<file path="src/rtl/spike_rate_decoder_if.sv">
// Handshake and result bundle between the spike-train source/consumer and spike_rate_decoder.
// The decoder takes the slave modport; the producer/consumer side takes master.
interface spike_rate_decoder_if #(
  parameter int CNT_W = 6,
  parameter int IDX_W = 6
);
  logic             start;
  logic             spike_a;
  logic             spike_b;
  logic             busy;
  logic             result_valid;
  logic             result_ready;
  logic [CNT_W-1:0] count_a;
  logic [CNT_W-1:0] count_b;
  logic [IDX_W-1:0] first_a;
  logic [IDX_W-1:0] first_b;
  logic [1:0]       winner;

  modport master (
    output start, spike_a, spike_b, result_ready,
    input  busy, result_valid, count_a, count_b, first_a, first_b, winner
  );

  modport slave (
    input  start, spike_a, spike_b, result_ready,
    output busy, result_valid, count_a, count_b, first_a, first_b, winner
  );
endinterface

</file>
<file path="src/rtl/spike_rate_decoder.sv">
// Counts spikes on two output channels over a fixed window, records each channel's
// first-spike index and registers a class decision, offered through valid/ready.
module spike_rate_decoder #(
  parameter int WINDOW = 40,
  parameter int CNT_W  = 6,
  parameter int IDX_W  = 6
) (
  input logic                 clk,
  input logic                 rst_n,
  spike_rate_decoder_if.slave bus
);
  typedef enum logic [1:0] {IDLE, COUNT, HOLD} state_t;

  localparam logic [IDX_W-1:0] WIN_IDX  = IDX_W'(WINDOW);
  localparam logic [IDX_W-1:0] LAST_IDX = IDX_W'(WINDOW - 1);
  localparam logic [CNT_W-1:0] CNT_MAX  = '1;

  state_t           state_q, state_d;
  logic [IDX_W-1:0] idx_q, idx_d;
  logic [1:0]       winner_q, winner_d;
  logic [CNT_W-1:0] cnt_q   [2];
  logic [CNT_W-1:0] cnt_d   [2];
  logic [CNT_W-1:0] cnt_upd [2];
  logic [IDX_W-1:0] first_q   [2];
  logic [IDX_W-1:0] first_d   [2];
  logic [IDX_W-1:0] first_upd [2];
  logic [1:0]       spike;

  assign spike = {bus.spike_b, bus.spike_a};

  // Per-channel update as it would apply on a COUNT edge; index 0 is A, 1 is B.
  generate
    for (genvar gi = 0; gi < 2; gi++) begin : g_ch
      assign cnt_upd[gi]   = (spike[gi] && (cnt_q[gi] != CNT_MAX)) ? cnt_q[gi] + 1'b1 : cnt_q[gi];
      assign first_upd[gi] = (spike[gi] && (first_q[gi] == WIN_IDX)) ? idx_q : first_q[gi];
    end
  endgenerate

  function automatic logic [1:0] decide(input logic [CNT_W-1:0] ca, input logic [CNT_W-1:0] cb,
                                        input logic [IDX_W-1:0] fa, input logic [IDX_W-1:0] fb);
    logic [1:0] w;
    w = 2'b00;
    if (ca > cb)       w = 2'b01;
    else if (cb > ca)  w = 2'b10;
    else if (ca == '0) w = 2'b00;
    else if (fa < fb)  w = 2'b01;
    else if (fb < fa)  w = 2'b10;
    return w;
  endfunction

  always_comb begin
    state_d  = state_q;
    idx_d    = idx_q;
    winner_d = winner_q;
    for (int i = 0; i < 2; i++) begin
      cnt_d[i]   = cnt_q[i];
      first_d[i] = first_q[i];
    end
    unique case (state_q)
      IDLE: begin
        if (bus.start) begin
          state_d  = COUNT;
          idx_d    = '0;
          winner_d = 2'b00;
          for (int i = 0; i < 2; i++) begin
            cnt_d[i]   = '0;
            first_d[i] = WIN_IDX;
          end
        end
      end
      COUNT: begin
        idx_d = idx_q + 1'b1;
        for (int i = 0; i < 2; i++) begin
          cnt_d[i]   = cnt_upd[i];
          first_d[i] = first_upd[i];
        end
        // Decision uses this edge's updated totals so the last sample counts.
        if (idx_q == LAST_IDX) begin
          state_d  = HOLD;
          winner_d = decide(cnt_upd[0], cnt_upd[1], first_upd[0], first_upd[1]);
        end
      end
      HOLD: begin
        if (bus.result_ready) state_d = IDLE;
      end
      default: state_d = IDLE;
    endcase
  end

  always_ff @(posedge clk or negedge rst_n) begin
    if (!rst_n) begin
      state_q  <= IDLE;
      idx_q    <= '0;
      winner_q <= 2'b00;
      for (int i = 0; i < 2; i++) begin
        cnt_q[i]   <= '0;
        first_q[i] <= '0;
      end
    end else begin
      state_q  <= state_d;
      idx_q    <= idx_d;
      winner_q <= winner_d;
      for (int i = 0; i < 2; i++) begin
        cnt_q[i]   <= cnt_d[i];
        first_q[i] <= first_d[i];
      end
    end
  end

  assign bus.busy         = (state_q == COUNT);
  assign bus.result_valid = (state_q == HOLD);
  assign bus.count_a      = cnt_q[0];
  assign bus.count_b      = cnt_q[1];
  assign bus.first_a      = first_q[0];
  assign bus.first_b      = first_q[1];
  assign bus.winner       = winner_q;
endmodule

</file>
<file path="src/flat_wrapper.sv">
// flat-port wrapper written by rule: the top's interface ports become plain ports
module spike_rate_decoder_flat 
#(
  parameter int WINDOW = 40,
  parameter int CNT_W  = 6,
  parameter int IDX_W  = 6
)
  (clk, rst_n, bus_start, bus_spike_a, bus_spike_b, bus_result_ready, bus_busy, bus_result_valid, bus_count_a, bus_count_b, bus_first_a, bus_first_b, bus_winner);
  spike_rate_decoder_if #(.CNT_W(CNT_W), .IDX_W(IDX_W)) bus_i ();
  input logic clk;
  input logic rst_n;
  input wire logic [$bits(bus_i.start)-1:0] bus_start;
  input wire logic [$bits(bus_i.spike_a)-1:0] bus_spike_a;
  input wire logic [$bits(bus_i.spike_b)-1:0] bus_spike_b;
  input wire logic [$bits(bus_i.result_ready)-1:0] bus_result_ready;
  output wire logic [$bits(bus_i.busy)-1:0] bus_busy;
  output wire logic [$bits(bus_i.result_valid)-1:0] bus_result_valid;
  output wire logic [$bits(bus_i.count_a)-1:0] bus_count_a;
  output wire logic [$bits(bus_i.count_b)-1:0] bus_count_b;
  output wire logic [$bits(bus_i.first_a)-1:0] bus_first_a;
  output wire logic [$bits(bus_i.first_b)-1:0] bus_first_b;
  output wire logic [$bits(bus_i.winner)-1:0] bus_winner;
  assign bus_i.start = bus_start;
  assign bus_i.spike_a = bus_spike_a;
  assign bus_i.spike_b = bus_spike_b;
  assign bus_i.result_ready = bus_result_ready;
  assign bus_busy = bus_i.busy;
  assign bus_result_valid = bus_i.result_valid;
  assign bus_count_a = bus_i.count_a;
  assign bus_count_b = bus_i.count_b;
  assign bus_first_a = bus_i.first_a;
  assign bus_first_b = bus_i.first_b;
  assign bus_winner = bus_i.winner;
  spike_rate_decoder #(.WINDOW(WINDOW), .CNT_W(CNT_W), .IDX_W(IDX_W)) u_core (.clk(clk), .rst_n(rst_n), .bus(bus_i));
endmodule
</file>
<file path="config.mk">
export PLATFORM = sky130hd
export DESIGN_NAME = spike_rate_decoder_flat
export DESIGN_NICKNAME = d
export VERILOG_FILES = /design/src/rtl/spike_rate_decoder_if.sv /design/src/rtl/spike_rate_decoder.sv /design/src/flat_wrapper.sv
export SDC_FILE = /design/constraint.sdc
export NUM_CORES = 1
export LEC_CHECK = 0
export ABC_AREA = 1
export CORE_ASPECT_RATIO = 0.75
export CORE_UTILIZATION = 56
export CTS_BUF_LIST = sky130_fd_sc_hd__clkbuf_4
export DETAILED_ROUTE_END_ITERATION = 7
export PLACE_DENSITY = 0.83
export SLEW_MARGIN = 20
export SYNTH_ARGS = -nofsm -noshare
export SYNTH_HDL_FRONTEND = slang
export SYNTH_SLANG_ARGS = --single-unit
</file>
<file path="constraint.sdc">
create_clock -name clk -period 2.51 [get_ports clk]
set_input_delay 0.502 -clock clk [delete_from_list [all_inputs] [get_ports clk]]
set_output_delay 0.502 -clock clk [all_outputs]
set_load 0.02 [all_outputs]
</file>
==> impl_metrics.toml, run 1 <==
[run_status]
run_status = "finished clean"

[synthesis]
syn_area_per_cell_um2 = 7.94
synth_enable_flop_cells = 0
warnings_from_yosys = 0
postSynth.asyncResetShare_pct = 100
syn_nets = 295
sequential_cell_area_fraction_in_the_yosys_report_pct = 39.1
post_synth_instance_area_um2 = 2170
netlist_instances = 274
ys_seq_elements = 34
synth-main-ff-cell = "dfrtp_1"
ys_types = 32

[final_layout]
postLayoutCoreUtil_pct = 77.1
final_nets = 358
most_used_cells_in_the_layout_excluding_fill_and_tap_cells = "55 x nand2_1, 42 x inv_1, 34 x dfrtp_1"
insertedDiodeCount = 0
layout.cells.non_filler = 390
post_route_cells_drive_above_1_share_pct = 19.5
final_common_cell = "nand2_1"
area_delta_synth_final_pct = 30.6

[power_and_ir_drop]
clock_power_share_pct = 7.9
intPower_uw = 1990
p_switching_uw = 1800
cellLeakagePower_uw = 0.00141
switching_share_pct = 47.6
design_power_total_uw = 3790
powerDensity_nw_per_um2 = 1340
combPwrFrac_pct = 63.1
vdd_drop_max_mv = 0.773
seqPwrFrac_pct = 29.0

[cts]
cts-hold-fix-buffers = 0
tritoncts_clock_tree = "built"
cts.htree.levels = 2
clk_latency_ns = 0.34
max-clock-path-buffers = 2
clock_tree.root_cell = "clkbuf_4"
clock_sink_count = 34
clkSlewWorstSetupHoldPaths_ns = 0.10
cts-buffers-inserted = 5

[global_route]
global_route.usage.met2_pct = 38.7
gr-usage-met3_pct = 5.62
grt_pass1_wl_mm = 8.77
antenna_violations_before_repair = 0
grt_max_degree = 35
first_global_vias = 1861
global_route.usage.total_pct = 28.4
busiest_layer = "met1"
gr-usage-met1_pct = 44.7
gr-total-overflow = 0

[floorplanning]
core_region_area_um2 = 3680
dieHeight_um = 56.0
floorplan.initialDensity_pct = 59.0
floorplan.die.width_um = 74.0
die-area_um2 = 4140
rows = 19
design.portCount = 34

[setup_path]
critical_path.reg2reg.startpoint = "u_core.bus.count_b[1]"
worst-r2r-cell-count = 17
worst-setup-path-type = "in -> reg"
crit_path_start_kind = "primary input"
r2r_end = "u_core.bus.winner[0]"
regToRegSetupSlack_ns = 0.06
critPathMaxFanout = 3
cp_data_arrival_time_ns = 2.72
critPathRequiredTime_ns = 2.75
timing.critical_path.to_type = "register"

[timing]
worst_slew_pin_slew_ns = 0.440
final_critical_period_ns = 2.48
rsz0062_at_grt = "yes"
timing_max_transition_violations_final = 0
slew_headroom_pct = 70.6
final.setup_skew_ns = 0.00808
period_share_pct = 98.7
report.final.hold_viol_count = 0
fmax_mhz = 404
timing.final.setup_violations = 0

[detailed_routing]
viasPerCell = 5.35
dr_vias = 2088
drt_pre_antenna_iters = 4
drc = 0
antenna_left = 0
routed_wire_length_per_instance_um = 14.0
detail_route.iter0.violations = 107
route.final.wire_length_mm = 5.45

[placed_design]
gp_congestion = 1.02
placedCellCount = 378
placement.io_buffers = 33
post_dp_hpwl_mm = 4.00

[worst_hold_path]
hold-path-cell-count = 2
hold_wc_startpoint = "u_core.bus.winner[1]"
timing.hold.worst.class = "reg -> reg"
capture_endpoint_of_the_worst_hold_path = "u_core.bus.winner[1]"

[run]
drv.max_cap_violation_count = 0
## critical path: stages
cell,delay [ns]
clkdlybuf4s50_1,0.50
inv_2,0.06
a31oi_4,0.16
nand4_1,0.17
xnor2_2,0.27
inv_2,0.08
ha_4,0.25
a21oi_2,0.13
nor2_1,0.05
nor2_1,0.09
nand2_1,0.10
and3_1,0.15
nand2_1,0.06
nand2_1,0.05
nand2_1,0.06
nand2_1,0.05
## state kept, by name, indices dropped and copies added, names as in the netlist
signal / count
u_core.state_q: 2
u_core.idx_q: 6
u_core.bus.count_a: 6
u_core.bus.count_b: 6
u_core.bus.winner: 2
u_core.bus.first_b: 6
u_core.bus.first_a: 6
## layout make-up
type | count | area (um2)
Fill cell | 278 | 845
Sequential cell | 34 | 851
Multi-Input combinational cell | 189 | 1150
Inverter | 46 | 173
Clock buffer | 6 | 45.0
Tap cell | 52 | 65.1
Timing Repair Buffer | 61 | 544
Clock inverter | 2 | 8.76
## Yosys cell counts, types with 2 or more instances
master    n  share of area [%]
nor2_4    5                2.6
ha_1     15                8.6
nand4_1   5                1.4
xor2_1    5                2.0
dfrtp_1  34                 39
nand3_1  14                3.2
inv_1    44                7.6
and2_1    2               0.58
nor2_2    2               0.58
a21o_1    2               0.69
nand2_1  57                9.8
nor2_1   17                2.9
buf_6     2                1.0
nand2_2   7                2.0
a31oi_1   2               0.58
o22ai_1  12                3.5
o21ai_0  22                5.1
nand3_2   2               0.92
a21oi_1  11                2.5
inv_2     2               0.35
## worst max path at each step
stage	from	slack, ns	end	cells after the start
CTS	u_core.bus.count_b[0]	0.05	u_core.bus.winner[1]	16
global route	u_core.bus.count_b[1]	-0.09	u_core.bus.winner[1]	16
global placement	bus_spike_a	-0.23	u_core.bus.winner[0]	15
finish	bus_spike_b	0.03	u_core.bus.winner[0]	16
floorplan	u_core.bus.count_b[0]	0.08	u_core.bus.winner[0]	17
detailed placement	bus_spike_b	-0.27	u_core.bus.winner[1]	15
## cell families after synthesis
group / synth area share, %
buffers and inverters: 9.72
DFF: 39.1
adders and majority gates: 8.63
xor gates and xnor gates: 2.42
AOI/OAI and AO/OA: 15.1
and+or+nand+nor: 25.0
## metal layers
layer	vias up	part of all wire [%]	wire [um]
met5	-	0	0
met1	982	50	2710
li1	1030	-	-
met3	11	6.2	337
met4	0	1.5	82
met2	65	43	2320
## power by group through the flow
stage	sequential, uW	combinational, uW	clock, uW
after CTS	1080	2240	308
after global placement	1080	2160	0
after floorplan	1250	1150	0
after global routing	1130	2640	336
final	1100	2390	301
after detailed placement	1090	2220	0
## stage by stage
step | setup TNS (ns) | instance area, um2 | worst slack (ns) | hold WS (ns)
after floorplan | 0 | 2170 | 0.0776 | 0.206
after global placement | -0.449 | 2710 | -0.231 | 0.492
after detailed placement | -0.525 | 2710 | -0.269 | 0.490
after CTS | 0 | 2770 | 0.0546 | 0.524
after global routing | -0.187 | 2840 | -0.0947 | 0.570
final | 0 | 2840 | 0.0334 | 0.524
## repair_timing
item                       4_1_cts  5_1_grt
buffers inserted                 0        4
hold endpoints to repair         0        0
setup endpoints to repair        0        2
resized for setup                0       16
No activity file was read; power rests on OpenSTA's default activity.
==> run 2, diff against run 1 <==
--- a/config.mk
+++ b/config.mk
@@ -6,7 +6,6 @@
 export NUM_CORES = 1
 export LEC_CHECK = 0
 export ABC_AREA = 1
-export CORE_ASPECT_RATIO = 0.75
 export CORE_UTILIZATION = 56
 export CTS_BUF_LIST = sky130_fd_sc_hd__clkbuf_4
 export DETAILED_ROUTE_END_ITERATION = 7
==> run 2 against run 1 <==
Compared with the run above: first-iteration DRC count up 28%; core utilization is 0.69 points lower; sequential share of layout area is 0.24 points higher; maximum frequency is 0.71% lower; clock-buffer cell count decreased by 1; non-clock buffer count rose by 1; via count grew 0.53%; critical path depth rose by 1; critical endpoint unchanged; highest routed layer unchanged.
==> impl_metrics.toml, run 2 (synthesized netlist as in run 1, its figures left out) <==
[run_status]
run_status = "finished clean"

[timing]
period_share_pct = 99.4
slew_headroom_pct = 52.4
timing.final.setup_violations = 0
final.setup_skew_ns = 0.00791
worst_slew_pin_slew_ns = 0.713
rsz0062_at_grt = "yes"
setup_ws_ns = 0.0158
report.final.hold_viol_count = 0
timing_max_transition_violations_final = 0
fmax_mhz = 401
final_critical_period_ns = 2.49

[global_route]
first_global_vias = 2071
global_route.usage.total_pct = 28.6
gr-total-overflow = 0
grt_pass1_wl_mm = 9.04
grt_max_degree = 35
antenna_violations_before_repair = 0

[floorplanning]
rows = 22
dieHeight_um = 64.3
core_region_area_um2 = 3690
floorplan.initialDensity_pct = 59.0
die-area_um2 = 4140
design.portCount = 34
floorplan.die.width_um = 64.3

[setup_path]
worst-setup-path-type = "reg -> reg"
timing.critical_path.to_type = "register"
cp_data_arrival_time_ns = 2.72
timing.critical_path.buf_inv = 2
cpMaxStageDelayCell = "dfrtp_1"
timing.critical_path.cells = "ha_2 > nand2_2 > inv_2 > a31oi_4 > nand4_1 > xnor2_1 > inv_1 > ha_4 > a21oi_2 > nor2_1 > nor2_1 > nand2_1 > and3_1 > nand2_1 > nand2_1 > nand2_1 > nand2_1"
max_stage_delay_ns = 0.40
critPathMaxFanout = 4
crit_path_start_kind = "register"
critical-path-top-cell-by-count = "nand2_1"
cp_top_family = "simple AND/OR/NAND/NOR gates"
critPathRequiredTime_ns = 2.74

[power_and_ir_drop]
switching_share_pct = 47.9
cellLeakagePower_uw = 0.00141
vdd_drop_max_mv = 0.748
p_switching_uw = 1790
seqPwrFrac_pct = 29.2
combPwrFrac_pct = 63.3
design_power_total_uw = 3740
intPower_uw = 1950
clock_power_share_pct = 7.6
powerDensity_nw_per_um2 = 1330

[cts]
clock_tree.root_cell = "clkbuf_4"
cts.htree.levels = 2
cts-buffers-inserted = 5
tritoncts_clock_tree = "built"
cts-hold-fix-buffers = 0
clk_latency_ns = 0.33
clock_sink_count = 34
clkSlewWorstSetupHoldPaths_ns = 0.10
max-clock-path-buffers = 2

[placed_design]
placement.io_buffers = 33
post_dp_hpwl_mm = 4.02
gp_congestion = 0.890
pre_cts_slack_ns = -0.306

[worst_hold_path]
timing.hold.worst.class = "reg -> reg"

[detailed_routing]
antenna_left = 0
routed_wire_length_per_instance_um = 14.5
viasPerCell = 5.44
drc = 0
detail_route.iter0.violations = 137
route.final.wire_length_mm = 5.59
dr_vias = 2099
drt_pre_antenna_iters = 4

[final_layout]
post_route_cells_drive_above_1_share_pct = 18.0
area_used_by_sequential_logic_in_the_layout_um2 = 851
n_fill_cell = 294
final_nets = 359
insertedDiodeCount = 0
multi_input_area_um2 = 1140
most_used_cells_in_the_layout_excluding_fill_and_tap_cells = "56 x nand2_1, 44 x inv_1, 34 x dfrtp_1"
area_delta_synth_final_pct = 29.6
final_common_cell = "nand2_1"

[run]
drv.max_cap_violation_count = 0
[run 2: cell count changes in the layout (fill, tap and decap cells not counted), sizes merged]
cell           previous run  this run
clkbuf                    6         5
dlymetal6s2s              0         1
clkdlybuf4s50            33        32
buf                      28        29
[run 2: worst paths after layout]
| kind | startpoint | end | slack (ns) | cells past startpoint |
|---|---|---|---|---|
| setup / recovery | u_core.bus.count_b[0] | u_core.bus.winner[0] | 0.02 | 17 |
| hold / removal | u_core.bus.winner[0] | u_core.bus.winner[0] | 0.50 | 2 |
| setup reg to reg | u_core.bus.count_b[0] | u_core.bus.winner[0] | 0.02 | 17 |
| hold reg to reg | u_core.bus.winner[0] | u_core.bus.winner[0] | 0.50 | 2 |
| max in group asynchronous | rst_n | u_core.bus.count_b[0] | 1.63 | 2 |
| min in group asynchronous | rst_n | u_core.bus.first_a[4] | 0.57 | 2 |
[run 2: layout make-up]
| class | instances | area share, % |
|---|---|---|
| multi-input combinational | 189 | 40.3 |
| sequential | 34 | 30.2 |
| timing repair buffer | 62 | 19.5 |
| tap | 48 | 2.13 |
| inverter | 46 | 6.13 |
| clock buffer | 5 | 1.33 |
| clock inverter | 2 | 0.355 |
[run 2: tightest hold or removal path, cell delays in order, from the launching register on]
cell     delay, ns
dfrtp_1       0.36
nand2_1       0.05
nand2_1       0.06
[run 2: power by group through the flow]
stage	clock [uW]	combinational (uW)	sequential (uW)
2_1_floorplan	0	1150	1250
3_3_place_gp	0	2190	1080
3_5_place_dp	0	2260	1090
4_1_cts	285	2270	1080
5_1_grt	313	2630	1120
6_report	283	2370	1090
[run 2: repair_timing]
action,CTS,global route
setup endpoints to repair,0,2
resized for setup,0,9
buffers inserted,0,3
hold endpoints to repair,0,0
[run 2: metal layers]
layer  track usage, %  up-vias  routed length, um
met5                0        -                  0
met4             12.5        0                104
met3             5.18       14                315
met2             46.3       73               2730
met1             37.2      985               2440
li1                 -     1027                  -
[run 2: through the flow]
stage,TNS (ns),utilization (%),instance area [um2],instances,hold slack (ns)
2_1_floorplan,0,-,2170,274,0.206
4_1_cts,0,75.1,2770,383,0.507
5_1_grt,-0.331,76.4,2820,386,0.527
6_report,0,76.4,2820,386,0.504
3_3_place_gp,-0.445,73.8,2720,376,0.482
3_5_place_dp,-0.600,73.8,2720,376,0.466
